### src/rtl/modulo_ula_multiciclo.sv
// Multicycle ALU: 1-cycle logic/arith/shift ops, iterative MUL/MULHU and restoring DIVU/REMU.
// Latency: 1-cycle ops done at T+1; multicycle ops done at T+DATA_WIDTH+1.
// Backpressure: none; busy stalls the caller, and start is ignored outside IDLE.
module modulo_ula_multiciclo #(
    parameter int DATA_WIDTH  = 32,
    parameter int SHAMT_WIDTH = $clog2(DATA_WIDTH)
) (
    input  logic                   clock,
    input  logic                   reset_n,
    input  logic                   start,
    input  logic [DATA_WIDTH-1:0]  input_1,
    input  logic [DATA_WIDTH-1:0]  input_2,
    input  logic [SHAMT_WIDTH-1:0] shamt,
    input  logic [3:0]             control_alu,
    output logic                   busy,
    output logic                   done,
    output logic [DATA_WIDTH-1:0]  output_resultado,
    output logic                   zero,
    output logic                   overflow
);
    localparam int CNT_W = $clog2(DATA_WIDTH);

    localparam logic [3:0] OP_AND   = 4'b0000;
    localparam logic [3:0] OP_OR    = 4'b0001;
    localparam logic [3:0] OP_ADD   = 4'b0010;
    localparam logic [3:0] OP_XOR   = 4'b0011;
    localparam logic [3:0] OP_SLTU  = 4'b0100;
    localparam logic [3:0] OP_SUB   = 4'b0110;
    localparam logic [3:0] OP_SLT   = 4'b0111;
    localparam logic [3:0] OP_MUL   = 4'b1000;
    localparam logic [3:0] OP_DIVU  = 4'b1001;
    localparam logic [3:0] OP_MULHU = 4'b1011;
    localparam logic [3:0] OP_NOR   = 4'b1100;
    localparam logic [3:0] OP_SRL   = 4'b1101;
    localparam logic [3:0] OP_SRA   = 4'b1110;
    localparam logic [3:0] OP_SLL   = 4'b1111;

    typedef enum logic [1:0] {S_IDLE, S_CALC, S_DONE} state_t;

    state_t                 state_q, state_d;
    logic [3:0]             op_q;
    logic [CNT_W-1:0]       cnt_q;
    logic [DATA_WIDTH-1:0]  hi_q, lo_q, opnd_q;

    logic [DATA_WIDTH-1:0]  add_res, sub_res, alu_res;
    logic                   alu_ovf;
    logic                   start_multi, start_mul, op_is_mul;

    assign add_res = input_1 + input_2;
    assign sub_res = input_1 - input_2;

    always_comb begin
        alu_res = '0;
        alu_ovf = 1'b0;
        case (control_alu)
            OP_AND:  alu_res = input_1 & input_2;
            OP_OR:   alu_res = input_1 | input_2;
            OP_XOR:  alu_res = input_1 ^ input_2;
            OP_NOR:  alu_res = ~(input_1 | input_2);
            OP_ADD: begin
                alu_res = add_res;
                alu_ovf = (input_1[DATA_WIDTH-1] == input_2[DATA_WIDTH-1]) &&
                          (add_res[DATA_WIDTH-1] != input_1[DATA_WIDTH-1]);
            end
            OP_SUB: begin
                alu_res = sub_res;
                alu_ovf = (input_1[DATA_WIDTH-1] != input_2[DATA_WIDTH-1]) &&
                          (sub_res[DATA_WIDTH-1] != input_1[DATA_WIDTH-1]);
            end
            OP_SLTU: alu_res = {{(DATA_WIDTH-1){1'b0}}, (input_1 < input_2)};
            OP_SLT:  alu_res = {{(DATA_WIDTH-1){1'b0}}, ($signed(input_1) < $signed(input_2))};
            OP_SRL:  alu_res = input_1 >> shamt;
            OP_SRA:  alu_res = DATA_WIDTH'($signed(input_1) >>> shamt);
            OP_SLL:  alu_res = input_1 << shamt;
            default: alu_res = '0;
        endcase
    end

    assign start_multi = (control_alu[3:2] == 2'b10);
    assign start_mul   = (control_alu == OP_MUL) || (control_alu == OP_MULHU);
    assign op_is_mul   = (op_q == OP_MUL) || (op_q == OP_MULHU);

    // Shift-add step: {hi,lo} holds the running product, lo shifts out multiplier bits.
    logic [DATA_WIDTH-1:0] mul_addend, mul_hi_n, mul_lo_n;
    logic [DATA_WIDTH:0]   mul_sum;
    assign mul_addend = lo_q[0] ? opnd_q : '0;
    assign mul_sum    = {1'b0, hi_q} + {1'b0, mul_addend};
    assign mul_hi_n   = mul_sum[DATA_WIDTH:1];
    assign mul_lo_n   = {mul_sum[0], lo_q[DATA_WIDTH-1:1]};

    // Restoring step: hi is the partial remainder, lo shifts dividend out and quotient in.
    // A zero divisor always "fits", giving an all-ones quotient and remainder == dividend.
    logic [DATA_WIDTH:0]   div_shift, div_diff;
    logic                  div_ge;
    logic [DATA_WIDTH-1:0] div_hi_n, div_lo_n;
    assign div_shift = {hi_q, lo_q[DATA_WIDTH-1]};
    assign div_diff  = div_shift - {1'b0, opnd_q};
    assign div_ge    = ~div_diff[DATA_WIDTH];
    assign div_hi_n  = div_ge ? div_diff[DATA_WIDTH-1:0] : div_shift[DATA_WIDTH-1:0];
    assign div_lo_n  = {lo_q[DATA_WIDTH-2:0], div_ge};

    logic                  load_res, ovf_d;
    logic [DATA_WIDTH-1:0] res_d;

    always_comb begin
        state_d  = state_q;
        load_res = 1'b0;
        res_d    = '0;
        ovf_d    = 1'b0;
        case (state_q)
            S_IDLE: begin
                if (start) begin
                    if (start_multi) begin
                        state_d = S_CALC;
                    end else begin
                        state_d  = S_DONE;
                        load_res = 1'b1;
                        res_d    = alu_res;
                        ovf_d    = alu_ovf;
                    end
                end
            end
            S_CALC: begin
                if (cnt_q == CNT_W'(DATA_WIDTH-1)) begin
                    state_d  = S_DONE;
                    load_res = 1'b1;
                    case (op_q)
                        OP_MUL:   res_d = mul_lo_n;
                        OP_MULHU: res_d = mul_hi_n;
                        OP_DIVU:  res_d = div_lo_n;
                        default:  res_d = div_hi_n;
                    endcase
                end
            end
            S_DONE:  state_d = S_IDLE;
            default: state_d = S_IDLE;
        endcase
    end

    always_ff @(posedge clock or negedge reset_n) begin
        if (!reset_n) begin
            state_q <= S_IDLE;
        end else begin
            state_q <= state_d;
        end
    end

    always_ff @(posedge clock or negedge reset_n) begin
        if (!reset_n) begin
            op_q   <= '0;
            cnt_q  <= '0;
            hi_q   <= '0;
            lo_q   <= '0;
            opnd_q <= '0;
        end else if (state_q == S_IDLE && start) begin
            op_q   <= control_alu;
            cnt_q  <= '0;
            hi_q   <= '0;
            lo_q   <= start_mul ? input_2 : input_1;
            opnd_q <= start_mul ? input_1 : input_2;
        end else if (state_q == S_CALC) begin
            cnt_q <= cnt_q + CNT_W'(1);
            hi_q  <= op_is_mul ? mul_hi_n : div_hi_n;
            lo_q  <= op_is_mul ? mul_lo_n : div_lo_n;
        end
    end

    always_ff @(posedge clock or negedge reset_n) begin
        if (!reset_n) begin
            output_resultado <= '0;
            zero             <= 1'b0;
            overflow         <= 1'b0;
        end else if (load_res) begin
            output_resultado <= res_d;
            zero             <= (res_d == '0);
            overflow         <= ovf_d;
        end
    end

    assign busy = (state_q == S_CALC);
    assign done = (state_q == S_DONE);

endmodule
### config.mk
export PLATFORM = sky130hd
export DESIGN_NAME = modulo_ula_multiciclo
export DESIGN_NICKNAME = d
export VERILOG_FILES = /design/src/rtl/modulo_ula_multiciclo.sv
export SDC_FILE = /design/constraint.sdc
export NUM_CORES = 1
export LEC_CHECK = 0
export BUFFER_PORTS_ARGS = -buffer_cell sky130_fd_sc_hd__buf_2
export CAP_MARGIN = 20
export CORE_UTILIZATION = 45
export CTS_CLUSTER_DIAMETER = 60
export CTS_CLUSTER_SIZE = 40
export DETAILED_ROUTE_END_ITERATION = 7
export SLEW_MARGIN = 10
export SYNTH_ARGS = -nofsm -noshare
export SYNTH_HDL_FRONTEND = slang
export SYNTH_SLANG_ARGS = --single-unit
### constraint.sdc
create_clock -name clock -period 5 [get_ports clock]
set_clock_uncertainty 0.05 [all_clocks]
set_input_delay 0.5 -clock clock [delete_from_list [all_inputs] [get_ports clock]]
set_output_delay 0.5 -clock clock [all_outputs]
set_load 0.005 [all_outputs]
==> key figures, run 1 <==
Timing
  • RSZ-0062 raised after global routing: no
  • Min Tclk post-route: 4.86 ns
  • Max-slew violation count: 0
  • Setup violators final: 0
  • Final-report hold violation count: 0
  • Peak Freq: 0.206 GHz
  • Final period utilization: 97.1%
  • Slew margin rel.: 30.8%
  • Measured slew at the worst slew-check pin: 1.03 ns

Place
  • DP Cell Count: 3577
  • Post-DP HPWL: 83700 microns
  • I/O Buffers: 111
  • DP Area: 23500 sq um
  • RePlAce Congestion: 1.06

Synthesis
  • Top cells by area, synth: dfrtp_1, ha_1, mux2i_1
  • FF+latch count, synth: 141
  • Largest family of logic cells by synthesized area: compound AO/OA/AOI/OAI gates
  • Xor/xnor share of the synthesized area: 3.33%
  • Mux cell area share after synthesis: 14.4%
  • Yosys synthesis warning count: 0
  • Synth cell types: 95
  • Syn Area/Cell: 7.39 sq um
  • Post-synthesis adder-cell area fraction: 9.95%
  • Post-synthesis sequential area ratio: 16.4%
  • Post-synth top area share: 16.4%
  • Dominant cell type by area after synthesis: dfrtp_1
  • Syn Inst Count: 2917
  • Syn_nets: 3162
  • Synth Area in Compound Gates: 29.5%
  • Simple-gate share of the synthesized area: 19.3%
  • Async set-reset flop share out of synthesis: 100%
  • Synthesized cell area: 21600 sq um
  • Synth Flop Type: dfrtp_1
  • Post-synth EDFFs: 0

Final layout
  • Commonest cells after routing, fill and taps aside: nand2_1, nor2_1, a21oi_1, o21ai_0, mux2i_1
  • Fillers: 4575
  • Area growth syn-to-layout: 12.2%
  • Post-Layout Inst Area: 24200 sq um
  • Nets: 3237
  • Final Non-Filler Cells: 3612
  • Share of cells above drive strength 1: 14.8%
  • Utilization after layout: 51.5%
  • Most common cell after layout, fill and taps aside: nand2_1
  • N_diodes: 0

Power and ir drop
  • Pwr dens: 460 nW/um^2
  • Static leakage: 10.9 nW
  • Worst vdd ir: 0.310 mV

Clocking
  • Clk_lat worst skew: 0.45 ns
  • Post-CTS setup buffers: 0
  • CTS root buf: clkbuf_16
  • Maximum root-to-sink buffer count: 2
  • # clock sinks: 141
  • H-tree depth: 4
  • Clock slew seen by the registers of the worst setup and hold paths: 0.06 ns
  • CTS tree: yes
  • TritonCTS buffer count: 17

Worst setup path
  • Critical path, cell by cell: buf_2 -> inv_1 -> ha_1 -> nor2b_1 -> a2111o_1 -> a21oi_1 -> o22ai_1 -> o31a_1 -> o221ai_2 -> a221o_1 -> o21ai_1 -> nand3_1 -> o2111ai_1 -> or4_1 -> nor4_1 -> a32o_1
  • R2R Path End: zero
  • Arr. time, crit path: 5.19 ns
  • Largest fanout on the critical path: 12
  • Setup crit end kind: flop
  • Worst endpoint required time: 5.33 ns
  • Reg2reg start: lo_q[31]
  • Crit-path max cell delay: 0.59 ns
  • Setup Crit Path Kind: input pin to flop
  • R2R cell count: 18
  • Flop2flop setup slack: 0.28 ns
  • Crit-path slowest cell: or4_1
  • Crit start category: input pin

Global route
  • Largest net degree at the start of global routing: 119
  • Vias in the first global route: 23.5k
  • First-pass GRT wire length: 154000 microns
  • Remaining Overflow, GRT: 0
  • Initial antenna violation count: 6
  • GRT Total Usage: 41.9%

Status
  • Failing checks: DRC
  • Status: complete, but fails checks

Min path
  • Endpoint, Worst Hold: opnd_q[4]
  • HP Start: input_2[4]
  • Hold path depth: 3
  • Min-delay worst type: input pin to flop

Route
  • Post-DRT Antenna Nets: 0
  • Vias per std cell: 6.81
  • Pre-Repair DR Iteration Count: 8
  • 1st-iter DRT viols: 2957
  • WL/cell: 29.0 microns
  • WL final: 105000 microns
  • Detailed-route via count: 24.6k
  • Drt drc: 1

Floorplanning
  • Die Wd: 221 microns
  • Die ar.: 48800 sq um
  • FP Rows: 79
  • Top Ports: 112
  • Initial Utilization: 45.9%
  • Die height: 221 microns
  • Placeable Area: 47000 sq um

Job
  • Maxcap violations: 0
-- area by class of cell --
type / instances / area, sq um / share of cell area (%)
Clock buffer: 17 / 425 / 1.76
Multi-Input combinational cell: 2378 / 16600 / 68.5
Inverter: 157 / 589 / 2.44
Tap cell: 607 / 759 / 3.14
Clock inverter: 15 / 184 / 0.761
Timing Repair Buffer: 297 / 2130 / 8.79
Sequential cell: 141 / 3530 / 14.6
-- worst max-delay path: cells and delay by family --
family          cells  cell delay (ns)
compound gates      9             2.68
buf+inv             2             0.35
fa+ha+maj           1             0.39
simple gates        4             1.25
-- cell usage after synthesis, types with 27 or more instances --
library cell    n
o21ai_0       209
mux2i_1       196
buf_2          27
o211ai_1       43
a21oi_1       244
a211oi_1       34
clkbuf_1      191
and2_1         43
a21o_1         44
o22ai_1        37
nor3_1         43
nand4_1        33
mux4_2         32
xnor2_1        50
a221oi_1       40
o221ai_1       42
nand2_1       283
mux2_2         37
nor2_1        269
dfrtp_1       141
xor2_1         32
inv_1         153
ha_1          165
nand3_1       101
nand2b_1       28
-- report_power, final --
group	switching [mW]	internal (mW)	total (mW)	leakage, nW
logic	4.74	2.83	7.56	8.81
clock network	0.592	0.754	1.35	0.297
registers	0.602	1.62	2.23	1.79
total	5.93	5.21	11.1	10.9
-- registers in the layout, indices dropped and copies added (netlist names) --
signal / count
zero: 1
overflow: 1
op_q: 4
opnd_q: 32
state_q: 2
lo_q: 32
cnt_q: 5
hi_q: 32
output_resultado: 32
-- how the worst max path moves through the flow --
stage	end	slack, ns	from
after floorplan	zero	0.86	lo_q[31]
after global placement	zero	-0.02	input_1[3]
after detailed placement	zero	-0.09	input_1[3]
after CTS	zero	0.20	lo_q[31]
after global routing	zero	0.01	lo_q[31]
final	zero	0.14	input_1[3]
-- stage by stage --
stage	setup slack [ns]	hold WS [ns]	TNS, ns	total power [mW]
finish	0.143	0.375	0	11.1
global placement	-0.0175	0.424	-0.0175	9.32
global route	0.0122	0.407	0	11.8
CTS	0.197	0.354	0	10.8
detailed placement	-0.0905	0.421	-0.0905	9.41
floorplan	0.859	0.154	0	7.07
-- per-layer routing --
metal	GRT usage (%)	routed length [microns]	part of all wire, %
met5	0	58	0.055
met1	52.4	41300	39
met3	6.03	8360	8.0
met4	25.2	7050	6.7
met2	68.3	47900	46
-- kinds of logic (layout without fill, tap and decap cells) --
group | Yosys count | in the layout
xor gates and xnor gates | 82 | 82
muxes | 266 | 266
buffers and inverters | 398 | 486
adders and majority gates | 169 | 169
and+or+nand+nor | 900 | 900
DFF | 141 | 141
AOI/OAI and AO/OA | 961 | 961
-- repair_timing --
| action | CTS | global route |
|---|---|---|
| resized for setup | 0 | 7 |
| endpoints found under the setup margin | 0 | 1 |
| endpoints found under the hold margin | 52 | 0 |
| hold buffers | 1 | 0 |
No activity file was read; power rests on OpenSTA's default activity.
==> run 2: changes to the inputs <==
BUFFER_PORTS_ARGS = not set   (was -buffer_cell sky130_fd_sc_hd__buf_2)
DONT_BUFFER_PORTS = 1   (was not set)
==> key figures, run 2 (same netlist as run 1, synthesis figures left out) <==
Power and ir drop
  • Sw frac: 53.5%
  • P_sw: 5.73 mW
  • Clock power frac: 12.1%
  • Static leakage: 10.1 nW
  • Worst vdd ir: 0.285 mV
  • Pwr dens: 467 nW/um^2
  • Sequential share of power: 21.2%
  • Pint: 4.99 mW
  • Logic pwr share: 66.7%
  • Tot Pwr: 10.7 mW

Final layout
  • Register area: 3530 sq um
  • Utilization after layout: 48.9%
  • Commonest cells after routing, fill and taps aside: nand2_1, nor2_1, a21oi_1, o21ai_0, mux2i_1
  • Post-Layout Inst Area: 23000 sq um
  • Share of cells above drive strength 1: 9.53%
  • Area growth syn-to-layout: 6.57%
  • Most common cell after layout, fill and taps aside: nand2_1
  • N_diodes: 0
  • Multi-input logic area: 16600 sq um
  • Fillers: 4731
  • Nets: 3066

Timing
  • Final period utilization: 95.8%
  • Final hold slack: -0.0360 ns
  • Peak Freq: 0.209 GHz
  • Measured slew at the worst slew-check pin: 1.02 ns
  • Max-slew violation count: 0
  • Setup violators final: 0
  • TNS Setup: 0 ns
  • Min Tclk post-route: 4.79 ns
  • Slew margin rel.: 31.7%
  • RSZ-0062 raised after global routing: no
  • Final-report hold violation count: 17

Worst setup path
  • Crit path launch: lo_q[31]
  • R2R cell count: 17
  • Worst Path Buf+Inv: 3
  • Setup Crit Path Kind: flop to flop
  • CP Capture Point: zero
  • Crit-path max cell delay: 0.55 ns
  • Flop2flop setup slack: 0.21 ns
  • Arr. time, crit path: 5.13 ns
  • Reg2reg start: lo_q[31]
  • Worst endpoint required time: 5.34 ns
  • CP delay by family, top: compound AO/OA/AOI/OAI gates
  • Critical path, cell by cell: inv_1 -> ha_1 -> inv_1 -> fa_1 -> a211o_1 -> a211oi_2 -> o211ai_2 -> nand4_2 -> and3_4 -> or2_1 -> buf_4 -> nor2_1 -> a21oi_1 -> o2111ai_1 -> or4_1 -> nor4_1 -> a32o_1
  • Crit start category: flop
  • R2R Path End: zero
  • Largest fanout on the critical path: 19
  • Cell mode on critical path: inv_1
  • Crit-path slowest cell: a21oi_1
  • Setup crit end kind: flop
  • Critical path depth: 17

Floorplanning
  • Initial Utilization: 45.9%
  • Top Ports: 112
  • Die height: 221 microns
  • Die Wd: 221 microns
  • FP Rows: 79
  • Die ar.: 48800 sq um
  • Placeable Area: 47000 sq um

Route
  • Post-DRT Antenna Nets: 0
  • WL/cell: 30.4 microns
  • Detailed-route via count: 23.9k
  • Pre-Repair DR Iteration Count: 8
  • WL final: 104000 microns
  • 1st-iter DRT viols: 2691
  • Drt drc: 1
  • Vias per std cell: 6.94

Clocking
  • Clk_lat worst skew: 0.45 ns
  • Post-CTS setup buffers: 0
  • CTS tree: yes
  • TritonCTS buffer count: 17
  • H-tree depth: 4
  • Clock slew seen by the registers of the worst setup and hold paths: 0.07 ns
  • # clock sinks: 141
  • CTS root buf: clkbuf_16
  • Maximum root-to-sink buffer count: 2

Global route
  • First-pass GRT wire length: 153000 microns
  • GRT Total Usage: 41.6%
  • Vias in the first global route: 23.0k
  • Remaining Overflow, GRT: 0
  • Largest net degree at the start of global routing: 142
  • Initial antenna violation count: 2

Place
  • I/O Buffers: 0
  • RePlAce Congestion: 1.01
  • DP Area: 22400 sq um
  • Post-DP HPWL: 81700 microns

Status
  • Failing checks: DRC, hold timing
  • Status: complete, but fails checks

Min path
  • Min-delay worst type: input pin to asynchronous set/reset pin

Job
  • Maxcap violations: 0
[run 2: cell count changes in the layout (fill, tap and decap cells not counted), moves of 2 or more]
cell        delta
buf_12         -9
buf_2        -108
buf_4         -51
clkinv_4       -4
clkinvlp_4     +2
inv_6          +4
[run 2: worst min path at each step]
stage             from    endpoint  slack [ns]  depth (start not counted)
2_1_floorplan  reset_n    cnt_q[0]        0.15                          0
3_3_place_gp   reset_n  opnd_q[30]        0.16                          0
3_5_place_dp   reset_n  opnd_q[30]        0.16                          0
4_1_cts        reset_n  opnd_q[30]        0.04                          1
5_1_grt        reset_n  opnd_q[30]        0.02                          1
6_report       reset_n  opnd_q[27]       -0.04                          1
[run 2: worst reg2reg max path, cell delays in order (launching register included)]
cell	delay, ns
dfrtp_1	0.38
inv_1	0.06
ha_1	0.15
inv_1	0.05
fa_1	0.43
a211o_1	0.35
a211oi_2	0.33
o211ai_2	0.19
nand4_2	0.18
and3_4	0.24
or2_1	0.21
buf_4	0.29
nor2_1	0.07
a21oi_1	0.55
o2111ai_1	0.20
or4_1	0.49
nor4_1	0.29
a32o_1	0.21
[run 2: metrics by stage]
stage               hold WS (ns)  std cells  setup slack (ns)
finish                   -0.0360       3441             0.212
global route              0.0246       3441           0.00937
CTS                       0.0386       3441             0.179
detailed placement         0.157       3408             0.207
floorplan                  0.154       2917             0.859
global placement           0.158       3408             0.303
[run 2: final cells by class]
cell class	instances	share of cell area, %
inverters	157	2.56
clock inverters	15	0.664
flip-flops and latches	141	15.4
well taps	607	3.31
repair buffers	126	4.22
multi-input cells	2378	72.0
clock buffers	17	1.85
[run 2: metal layers]
layer | up-vias | share of wire [%] | global-route usage (%)
met5 | - | 0.012 | 0
met3 | 346 | 7.9 | 4.97
met4 | 2 | 7.9 | 28.7
li1 | 10600 | - | -
met1 | 11500 | 39 | 51.3
met2 | 1450 | 45 | 68.1
[run 2: power groups by stage]
stage	logic (mW)	clock network, mW	registers [mW]
2_1_floorplan	5.10	0	1.97
3_3_place_gp	6.85	0	2.26
3_5_place_dp	6.90	0	2.27
4_1_cts	6.98	1.30	2.25
5_1_grt	7.69	1.35	2.32
6_report	7.15	1.30	2.27
[run 2: repair_timing]
action / CTS / global route
setup endpoints to repair: 0 / 1
resized for setup: 0 / 2
hold buffers: 1 / 0
hold endpoints to repair: 141 / 0
